## src/rtl/scroll_pkg.sv

```systemverilog
// Shared definitions for the scroll position generator: CPU register
// address fields, arbitration FSM encoding, tile-phase constants and the
// byte-merge helper used for 8-bit CPU writes into wider offset registers.
package scroll_pkg;

  // cpu_addr layout: {layer, hv, byte}
  localparam int LAYER_SHIFT = 2;
  localparam int HV_BIT      = 1;
  localparam int BYTE_BIT    = 0;

  // Tile phases that produce strobes
  localparam int PH_S0 = 0;
  localparam int PH_S2 = 2;
  localparam int PH_S4 = 4;

  typedef enum logic [1:0] {
    IDLE  = 2'd0,
    WAIT  = 2'd1,
    GRANT = 2'd2,
    HOLD  = 2'd3
  } arb_state_t;

  // Replace the low (sel=0) or high (sel=1) byte of a 16-bit register image
  function automatic logic [15:0] byte_merge(input logic [15:0] old,
                                             input logic        sel,
                                             input logic [7:0]  data);
    logic [15:0] res;
    res = old;
    if (sel) begin
      res[15:8] = data;
    end else begin
      res[7:0] = data;
    end
    return res;
  endfunction

endpackage

```

## src/rtl/scroll_layer_regs.sv

```systemverilog
// One tilemap layer: CPU-written shadow H/V offsets, atomic commit to the
// active offsets on the VBLANK rising edge (a write landing in the same cycle
// as the commit is forwarded straight into the active copy), and the
// registered scroll adders. Offsets up to 16 bits wide are supported; the
// high byte only fills bits [W-1:8], extra data bits are dropped.
module scroll_layer_regs
  import scroll_pkg::*;
#(
  parameter int H_WIDTH = 9,
  parameter int V_WIDTH = 9
) (
  input  logic               clk,
  input  logic               rst,
  input  logic [H_WIDTH-1:0] hsrc,
  input  logic [V_WIDTH-1:0] vsrc,
  input  logic               vb_rise,
  input  logic               we,
  input  logic               hv_sel,
  input  logic               byte_sel,
  input  logic [7:0]         wdata,
  output logic [H_WIDTH-1:0] sh_next,
  output logic [H_WIDTH-1:0] sh,
  output logic [V_WIDTH-1:0] sv
);

  logic [H_WIDTH-1:0] hoff_shadow;
  logic [H_WIDTH-1:0] hoff_active;
  logic [H_WIDTH-1:0] hoff_shadow_nx;
  logic [V_WIDTH-1:0] voff_shadow;
  logic [V_WIDTH-1:0] voff_active;
  logic [V_WIDTH-1:0] voff_shadow_nx;
  logic [V_WIDTH-1:0] sv_next;

  // Merge an incoming CPU byte into the addressed shadow offset
  always_comb begin
    hoff_shadow_nx = hoff_shadow;
    voff_shadow_nx = voff_shadow;
    if (we && !hv_sel) begin
      hoff_shadow_nx = H_WIDTH'(byte_merge(16'(hoff_shadow), byte_sel, wdata));
    end else if (we && hv_sel) begin
      voff_shadow_nx = V_WIDTH'(byte_merge(16'(voff_shadow), byte_sel, wdata));
    end else begin
      hoff_shadow_nx = hoff_shadow;
      voff_shadow_nx = voff_shadow;
    end
  end

  // Scroll adders; wrap-around at the raster size is intentional
  always_comb begin
    sh_next = hsrc + hoff_active;
    sv_next = vsrc + voff_active;
  end

  // Shadow update, VBLANK commit (with same-cycle write forwarding) and output registers
  always_ff @(posedge clk) begin
    if (rst) begin
      hoff_shadow <= '0;
      voff_shadow <= '0;
      hoff_active <= '0;
      voff_active <= '0;
      sh          <= '0;
      sv          <= '0;
    end else begin
      hoff_shadow <= hoff_shadow_nx;
      voff_shadow <= voff_shadow_nx;
      if (vb_rise) begin
        hoff_active <= hoff_shadow_nx;
        voff_active <= voff_shadow_nx;
      end
      sh <= sh_next;
      sv <= sv_next;
    end
  end

endmodule

```

## src/rtl/scroll_position_gen.sv

```systemverilog
// Multi-layer scroll position generator. Produces registered scrolled
// pixel coordinates for NUM_LAYERS tilemap layers, layer-0 tile-phase
// strobes, and arbitrates CPU scroll-RAM access into the S4H window using a
// wait-state handshake (nMRDY2) and a one-cycle enable (nSCREN).
// Build option: define SCROLL_VFLIP_EN to let FLIP also invert V before the
// vertical add; left undefined, V is always used unflipped.
module scroll_position_gen
  import scroll_pkg::*;
#(
  parameter int H_WIDTH    = 9,
  parameter int V_WIDTH    = 9,
  parameter int NUM_LAYERS = 2,
  parameter int TILE_LOG2  = 3
) (
  input  logic                             CLK_6M,
  input  logic                             rst,
  input  logic                             FLIP,
  input  logic [H_WIDTH-1:0]               H,
  input  logic [V_WIDTH-1:0]               V,
  input  logic                             VBLANK,
  input  logic [$clog2(NUM_LAYERS)+1:0]    cpu_addr,
  input  logic [7:0]                       cpu_wdata,
  input  logic                             cpu_we,
  input  logic                             nSCRCS,
  output logic [NUM_LAYERS*H_WIDTH-1:0]    SH,
  output logic [NUM_LAYERS*V_WIDTH-1:0]    SV,
  output logic                             S0H,
  output logic                             S2H,
  output logic                             S4H,
  output logic                             nS7H,
  output logic                             nSCREN,
  output logic                             nMRDY2
);

  localparam int PH_LAST = (2 ** TILE_LOG2) - 1;

  logic                          vblank_q;
  logic                          vb_rise;
  logic [H_WIDTH-1:0]            hsrc;
  logic [V_WIDTH-1:0]            vsrc;
  int unsigned                   layer_sel;
  logic                          hv_sel;
  logic                          byte_sel;
  logic [NUM_LAYERS*H_WIDTH-1:0] sh_next_all;
  logic [H_WIDTH-1:0]            sh_next0;
  logic [TILE_LOG2-1:0]          ph;
  int                            ph_val;
  logic                          ph_s0;
  logic                          ph_s2;
  logic                          ph_s4;
  logic                          ph_last;
  logic                          win;
  arb_state_t                    state;
  logic                          unused_sh_next;

  // Only layer 0 drives the phase decode; the other layers' next values are sinks
  assign unused_sh_next = ^sh_next_all;

  // Screen-flip source selection for the adders
  always_comb begin
    if (FLIP) begin
      hsrc = ~H;
    end else begin
      hsrc = H;
    end
`ifdef SCROLL_VFLIP_EN
    if (FLIP) begin
      vsrc = ~V;
    end else begin
      vsrc = V;
    end
`else
    vsrc = V;
`endif
  end

  // Register-select decode and VBLANK rising-edge detect
  always_comb begin
    layer_sel = 32'(cpu_addr >> LAYER_SHIFT);
    hv_sel    = cpu_addr[HV_BIT];
    byte_sel  = cpu_addr[BYTE_BIT];
    vb_rise   = VBLANK & ~vblank_q;
  end

  // Remember VBLANK so its rising edge can be found
  always_ff @(posedge CLK_6M) begin
    if (rst) begin
      vblank_q <= 1'b0;
    end else begin
      vblank_q <= VBLANK;
    end
  end

  genvar g;
  generate
    for (g = 0; g < NUM_LAYERS; g++) begin : g_layer
      logic layer_we;
      // Writes to a layer index that does not exist match no instance
      assign layer_we = cpu_we & (layer_sel == 32'(g));

      scroll_layer_regs #(
        .H_WIDTH (H_WIDTH),
        .V_WIDTH (V_WIDTH)
      ) u_regs (
        .clk      (CLK_6M),
        .rst      (rst),
        .hsrc     (hsrc),
        .vsrc     (vsrc),
        .vb_rise  (vb_rise),
        .we       (layer_we),
        .hv_sel   (hv_sel),
        .byte_sel (byte_sel),
        .wdata    (cpu_wdata),
        .sh_next  (sh_next_all[g*H_WIDTH +: H_WIDTH]),
        .sh       (SH[g*H_WIDTH +: H_WIDTH]),
        .sv       (SV[g*V_WIDTH +: V_WIDTH])
      );
    end
  endgenerate

  // Tile phase of the layer-0 position about to be registered
  always_comb begin
    sh_next0 = sh_next_all[H_WIDTH-1:0];
    if (FLIP) begin
      ph = ~sh_next0[TILE_LOG2-1:0];
    end else begin
      ph = sh_next0[TILE_LOG2-1:0];
    end
    ph_val  = 32'(ph);
    ph_s0   = (ph_val == PH_S0);
    ph_s2   = (ph_val == PH_S2);
    ph_s4   = (ph_val == PH_S4);
    ph_last = (ph_val == PH_LAST);
    win     = ph_s4;
  end

  // Registered tile-phase strobes, aligned with the registered SH
  always_ff @(posedge CLK_6M) begin
    if (rst) begin
      S0H  <= 1'b0;
      S2H  <= 1'b0;
      S4H  <= 1'b0;
      nS7H <= 1'b1;
    end else begin
      S0H  <= ph_s0;
      S2H  <= ph_s2;
      S4H  <= ph_s4;
      nS7H <= ~ph_last;
    end
  end

  // CPU arbitration: one scroll-RAM grant per chip-select assertion, placed in the S4H cycle
  always_ff @(posedge CLK_6M) begin
    if (rst) begin
      state  <= IDLE;
      nSCREN <= 1'b1;
      nMRDY2 <= 1'b1;
    end else begin
      nSCREN <= 1'b1;
      nMRDY2 <= 1'b1;
      case (state)
        IDLE: begin
          if (!nSCRCS) begin
            if (win) begin
              state  <= GRANT;
              nSCREN <= 1'b0;
            end else begin
              state  <= WAIT;
              nMRDY2 <= 1'b0;
            end
          end else begin
            state <= IDLE;
          end
        end
        WAIT: begin
          if (nSCRCS) begin
            state <= IDLE;
          end else if (win) begin
            state  <= GRANT;
            nSCREN <= 1'b0;
          end else begin
            state  <= WAIT;
            nMRDY2 <= 1'b0;
          end
        end
        GRANT: begin
          state <= HOLD;
        end
        HOLD: begin
          if (nSCRCS) begin
            state <= IDLE;
          end else begin
            state <= HOLD;
          end
        end
        default: begin
          state <= IDLE;
        end
      endcase
    end
  end

endmodule
```

## config.mk

```make
export PLATFORM = sky130hd
export DESIGN_NAME = scroll_position_gen
export DESIGN_NICKNAME = d
export VERILOG_FILES = /design/src/rtl/scroll_pkg.sv /design/src/rtl/scroll_layer_regs.sv /design/src/rtl/scroll_position_gen.sv
export SDC_FILE = /design/constraint.sdc
export NUM_CORES = 1
export LEC_CHECK = 0
export CAP_MARGIN = 20
export CORE_MARGIN = 10
export CORE_UTILIZATION = 49
export CTS_BUF_LIST = sky130_fd_sc_hd__clkbuf_4 sky130_fd_sc_hd__clkbuf_8
export DETAILED_ROUTE_END_ITERATION = 10
export HOLD_SLACK_MARGIN = 0.03
export PLACE_DENSITY = 0.73
export SETUP_SLACK_MARGIN = 0.4
export SYNTH_ARGS = -nofsm -noshare
export SYNTH_HDL_FRONTEND = slang
export SYNTH_SLANG_ARGS = --single-unit
```

## constraint.sdc

```tcl
create_clock -name CLK_6M -period 3.3 [get_ports CLK_6M]
set_input_delay 0.495 -clock CLK_6M [delete_from_list [all_inputs] [get_ports CLK_6M]]
set_output_delay 0.495 -clock CLK_6M [all_outputs]
set_load 0.005 [all_outputs]
```

### Word level (Yosys, flattened, before mapping)

Index checks and enable logic that the tools add are counted.

| cells by class | value |
|---|---|
| add/subtract/negate cells | 4 |
| bitwise logic cells | 8 |
| reductions and logical operators | 10 |
| muxes and demuxes | 22 |
| equal/unequal tests | 6 |

Operators by type and width:

| operator | number |
|---|---|
| 9-bit 2-to-1 mux | 7 |
| 9-bit adder | 4 |
| 32-bit logical NOT | 1 |
| 8-bit 2-to-1 mux | 4 |
| 9-bit NOT | 1 |
| 3-bit equality test (second input constant) | 2 |
| 1-bit 2-to-1 mux | 6 |
| 2-bit 2-to-1 mux | 3 |
| 2-bit case mux with 3 select lines | 1 |
| 2-bit equality test (second input constant) | 2 |
| 1-bit logical AND | 4 |
| 1-bit AND | 3 |
| 3-bit by 1-bit equality test with 1-bit output (second input constant) | 1 |
| 3-bit logical NOT | 1 |
| 3-bit 2-to-1 mux | 1 |
| 1-bit NOT | 3 |
| 3-bit NOT | 1 |
| 3-bit OR reduction | 1 |
| 2-bit by 1-bit equality test with 1-bit output (second input constant) | 1 |
| 2-bit logical NOT | 1 |
| 2-bit OR reduction | 1 |
| 1-bit logical NOT | 1 |

| word-level totals | value |
|---|---|
| bits of input ports | 35 |
| output and inout bits | 42 |
| word-level logic and storage cells | 70 |
| bits in registers | 117 |

### Logic depth before layout (Yosys ltp)

| logic depth | value |
|---|---|
| depth in word-level cells | 9 |
| depth in mapped cells | 10 |
| depth with buffers taken out | 8 |

### Modules after synthesis

A second synthesis with hierarchy kept.

| unflattened totals | value |
|---|---|
| cell total of the unflattened synthesis | 553 |
| area, all modules | 5,383.9 um^2 |

Modules (own cells, without submodules):

| module | instances | cells an instance | area each (um^2) |
|---|---|---|---|
| scroll_layer_regs at g_layer[1].u_regs | 1 | 256 | 2,491.1 |
| scroll_layer_regs at g_layer[0].u_regs | 1 | 251 | 2,449.8 |
| scroll_position_gen | 1 | 46 | 442.9 |

### Worst setup path after synthesis

OpenSTA, ideal clock, no wires.

| timing path | value |
|---|---|
| path type | in2reg |
| start | in FLIP |
| end | reg state[0] |
| data arrival time | 2.706 ns |
| path slack | 0.508 ns |
| path buffers | 2 |
| data required time | 3.214 ns |
| cell stages on the path | 10 |
| cell sequence | buf_2 buf_2 xor2_1 ha_1 inv_1 fa_1 xnor2_1 mux2i_1 nor2_1 a211oi_1 |

| on the way | value |
|---|---|
| longest elaborated chain between the ends | 8 |

RTL lines:

| item | RTL line | RTL |
|---|---|---|
| start, declared | scroll_position_gen.sv:17 | `input logic FLIP,` |
| 9-bit 2-to-1 mux | scroll_position_gen.sv:61 | `if (FLIP) begin` |
| 9-bit adder | scroll_layer_regs.sv:50 | `sh_next = hsrc + hoff_active;` |
| 3-bit NOT | scroll_position_gen.sv:125 | `ph = ~sh_next0[TILE_LOG2-1:0];` |
| 3-bit 2-to-1 mux * | scroll_position_gen.sv:124 | `if (FLIP) begin` |
| 3-bit equality test * | scroll_position_gen.sv:132 | `ph_s4 = (ph_val == PH_S4);` |
| 2-bit 2-to-1 mux * | scroll_position_gen.sv:164, scroll_position_gen.sv:178 |  |
| 2-bit 2-to-1 mux * | scroll_position_gen.sv:163 | `if (!nSCRCS) begin` |
| 2-bit case mux with 3 select lines * | scroll_position_gen.sv:161 | `case (state)` |
| end signal, assigned | scroll_position_gen.sv:165 | `state <= GRANT;` |
| end signal, assigned | scroll_position_gen.sv:177 | `state <= IDLE;` |
| end signal, assigned | scroll_position_gen.sv:179 | `state <= GRANT;` |
| end, declared | scroll_position_gen.sv:53 | `arb_state_t state;` |

Every way passes the cells marked *; elsewhere a longest branch is shown, timed or not.
A chain may end at the register's enable or synchronous reset.

### Worst setup path in the final report

| timing path | value |
|---|---|
| start | in FLIP |
| end | reg g_layer[0].u_regs.sh[8] |

| on the way | value |
|---|---|
| longest elaborated chain between the ends | 2 |

RTL lines:

| item | RTL line | RTL |
|---|---|---|
| 9-bit 2-to-1 mux | scroll_position_gen.sv:61 |  |
| 9-bit adder | scroll_layer_regs.sv:50 |  |
| end signal, assigned | scroll_layer_regs.sv:70 | `sh <= sh_next;` |
| end, declared | scroll_layer_regs.sv:22 | `output logic [H_WIDTH-1:0] sh,` |

No other way between the ends.

==> results.md <==
- Status: complete, no violations
- Fmax: between 300 and 400 MHz
- Worst-path maximum fanout: 5
- Max cap viols: 0
- Site Rows: 38
- Root Buffer: clkbuf_8
- Headroom to the max-slew limit: 0.297
- Hold depth: 2
- FF+latch area: 2340 µm²
- P per Cell Area: 543 nW/µm²
- Unrepaired setup endpoints after global routing: no
- Width of the die: roughly 130 µm
- Final wirelength: 12.8 mm
- FF+latch count, synth: between 100 and 150
- Crit Reg-Reg Endpoint: g_layer[1].u_regs.sv[6]
- Synthesized cell area: roughly 5500 µm²
- Total Power: 3.68 mW
- Most frequent cells in the layout: dfxtp_1 (117), nor2_1 (109), clkdlybuf4s50_1 (75), a211oi_1 (43), mux2i_1 (36)
- Post-synth EDFFs: 0
- Crit-path slowest cell: clkdlybuf4s50_1
- Leading cell type in the layout, fill and taps excluded: dfxtp_1
- Ant diodes: 0
- FFs w/ async S/R, synth: 0
- PortBufs: 76
- NetSw: approximately 940 µW
- Fillers: 966
- Die area: 15800 µm²
- WS Path Type: input port to flop
- Max Root-Sink Buffers: 2
- WHS Endpoint: g_layer[1].u_regs.hoff_shadow[4]
- Area delta synth->final: 23.5%
- Clk pin slew, worst setup/hold paths: 0.06 ns
- CP Cell Sequence: clkdlybuf4s50_1 -> xor2_1 -> ha_1 -> inv_1 -> fa_1 -> nor2b_1 -> o31a_1 -> o31ai_1 -> mux2_2
- H-tree depth: 4
- Clock Latency Late Sink: 0.42 ns
- First-pass DRT Iterations: 5
- RR Startpoint: g_layer[1].u_regs.voff_active[0]
- Clock skew: 0.0110 ns
- Nets: between 700 and 800
- Vias per cell: 5.45
- CTS Buf Count: 17
- Initial antenna violation count: 0
- Seq/Total Area, Yosys: 0.427
- Final Cycle Share: 0.838
- Worst Setup Start Kind: input port
- Pin count of the biggest net entering global routing: 110
- Share of cells above drive strength 1: 0.0948
- Mapped Cells: 572
- Crit path DAT: 3.07 ns
- DRT iter0 DRCs: 336
- LEAKAGE: ~2.7 nW
- Num Clock Sinks: 117
- Boundary pin count: 77
- Post-DP Area: roughly 6300 µm²
- Multi-input gate area: 3000 µm²
- Fin util: 0.623
- R2R depth: 6
- Yosys cell types: 48
- First-pass GRT wire length: about 21 mm
- Routed wire per std cell: between 15 and 20 µm
- Synth warn: 0
- Chip height: 126 µm
- Combinational Power Share: 0.194
- Max VDD drop: 284 µV
- Final Worst Setup Slack: 0.533 ns
- Initial core utilization: 0.504
- Post-DRT Antenna Nets: 0
- Internal power: around 2.7 mW
- Crit. End Element: flop
- Final Cell Area: 6780 µm²
- Reg-to-reg slack, setup: 1.08 ns
- # hold bufs at CTS: 0
- CP max stage delay: 0.57 ns
- Clock share of power: 0.380
- DRC viols: 0
- Period minus WS final: 2.77 ns
- Post-Syn Nets: 643
- Critical Path RT: roughly 3.6 ns
- Hold_ws: 0.495 ns
- Vias in the first global route: between 4000 and 5000
- Synth Flop Type: dfxtp_1
- Final setup fails: 0
- Max-slew violations: 0
- Pre-CTS WS: -0.0331 ns
- Vias: 4330
- Hold Path Origin: g_layer[1].u_regs.hoff_shadow[4]
- Worst Hold Class: flop to flop
- Gr ovfl total: 0
- Final hold viol count: 0
- Routability Congestion: 0.832
- Tightest Pin Transition: 1.06 ns
- Total GRT Usage: 0.161
- Core area: 10900 µm²
- DP Wirelength: about 9.3 mm
- Sequential group share of total power: 0.426
- CTS tree: yes
- Avg Synthesized Cell Area: 9.59 µm²
- Sw Share: 0.256
## per-stage QoR
stage          setup TNS (ns)  std cells
2_1_floorplan               0        572
3_3_place_gp                0        762
3_5_place_dp          -0.0331        762
4_1_cts                     0        794
5_1_grt                     0        794
6_report                    0        794
## cells in the mapped netlist (all sizes together) (10+ instances only)
| cell type | number | area, µm² |
|---|---|---|
| a211oi | 51 | 423 |
| buf | 10 | 67.6 |
| clkbuf | 22 | 83.8 |
| dfxtp | 117 | 2340 |
| ha | 32 | 400 |
| mux2i | 37 | 370 |
| nand2b | 11 | 76.3 |
| nor2 | 109 | 409 |
| nor2b | 18 | 113 |
| nor3 | 19 | 106 |
| nor3b | 17 | 138 |
| o21ai | 20 | 100 |
| xor2 | 11 | 96.3 |
## sequential cells by signal, summed over array words and instances, names as in the netlist
signal and count:
g_layer.u_regs.sv 18, nSCREN 1, nMRDY2 1, state 2, nS7H 1, vblank_q 1, g_layer.u_regs.voff_shadow 18, g_layer.u_regs.voff_active 18
g_layer.u_regs.sh 18, g_layer.u_regs.hoff_shadow 18, S0H 1, g_layer.u_regs.hoff_active 18, S4H 1, S2H 1
## layer usage
metal	routed length, µm	vias to the layer above	GRT usage
li1	-	2200	-
met1	6240	2030	0.213
met2	5750	93	0.248
met3	685	7	0.0533
met4	80	0	0.0415
met5	0	-	0
## layout make-up
type	instances	share of cell area
timing repair buffer	82	0.119
sequential	117	0.346
clock buffer	24	0.0460
inverter	6	0.00332
clock inverter	8	0.0179
multi-input combinational	417	0.443
tap	140	0.0258
## worst max-delay path: cells and delay by family
kind | cells | cell delay [ns]
AND/OR/NAND/NOR | 1 | 0.27
multiplexers | 1 | 0.28
AO/OA/AOI/OAI | 2 | 0.36
adder cells (fa/ha/maj) | 2 | 0.75
XOR/XNOR | 1 | 0.26
buffers and inverters | 2 | 0.65
## power groups by stage
stage               combinational (mW)  sequential [mW]  clock, mW
global route                     0.796             1.58       1.49
finish                           0.715             1.57       1.40
floorplan                        0.416             1.59          0
detailed placement               0.700             1.60          0
CTS                              0.710             1.57       1.42
global placement                 0.678             1.60          0
## timing repair
action	CTS	global route
endpoints found under the setup margin	1	1
pin swaps	0	0
gates resized for setup	1	2
buffers inserted	0	0
## kinds of logic after synthesis
group	after synthesis	synth area share
DFF	117	0.427
and+or+nand+nor	215	0.204
xor gates and xnor gates	16	0.0255
adders and majority gates	36	0.0876
muxes	43	0.0798
buffers and inverters	38	0.0317
AOI/OAI and AO/OA	107	0.144
## how the worst max path moves through the flow
stage               start                       to
floorplan            FLIP                 state[0]
global placement     FLIP                 state[0]
detailed placement   FLIP                 state[0]
CTS                  FLIP                 state[0]
global route         FLIP                 state[0]
finish               FLIP  g_layer[0].u_regs.sh[8]
Power figures use the tool's default switching activity.
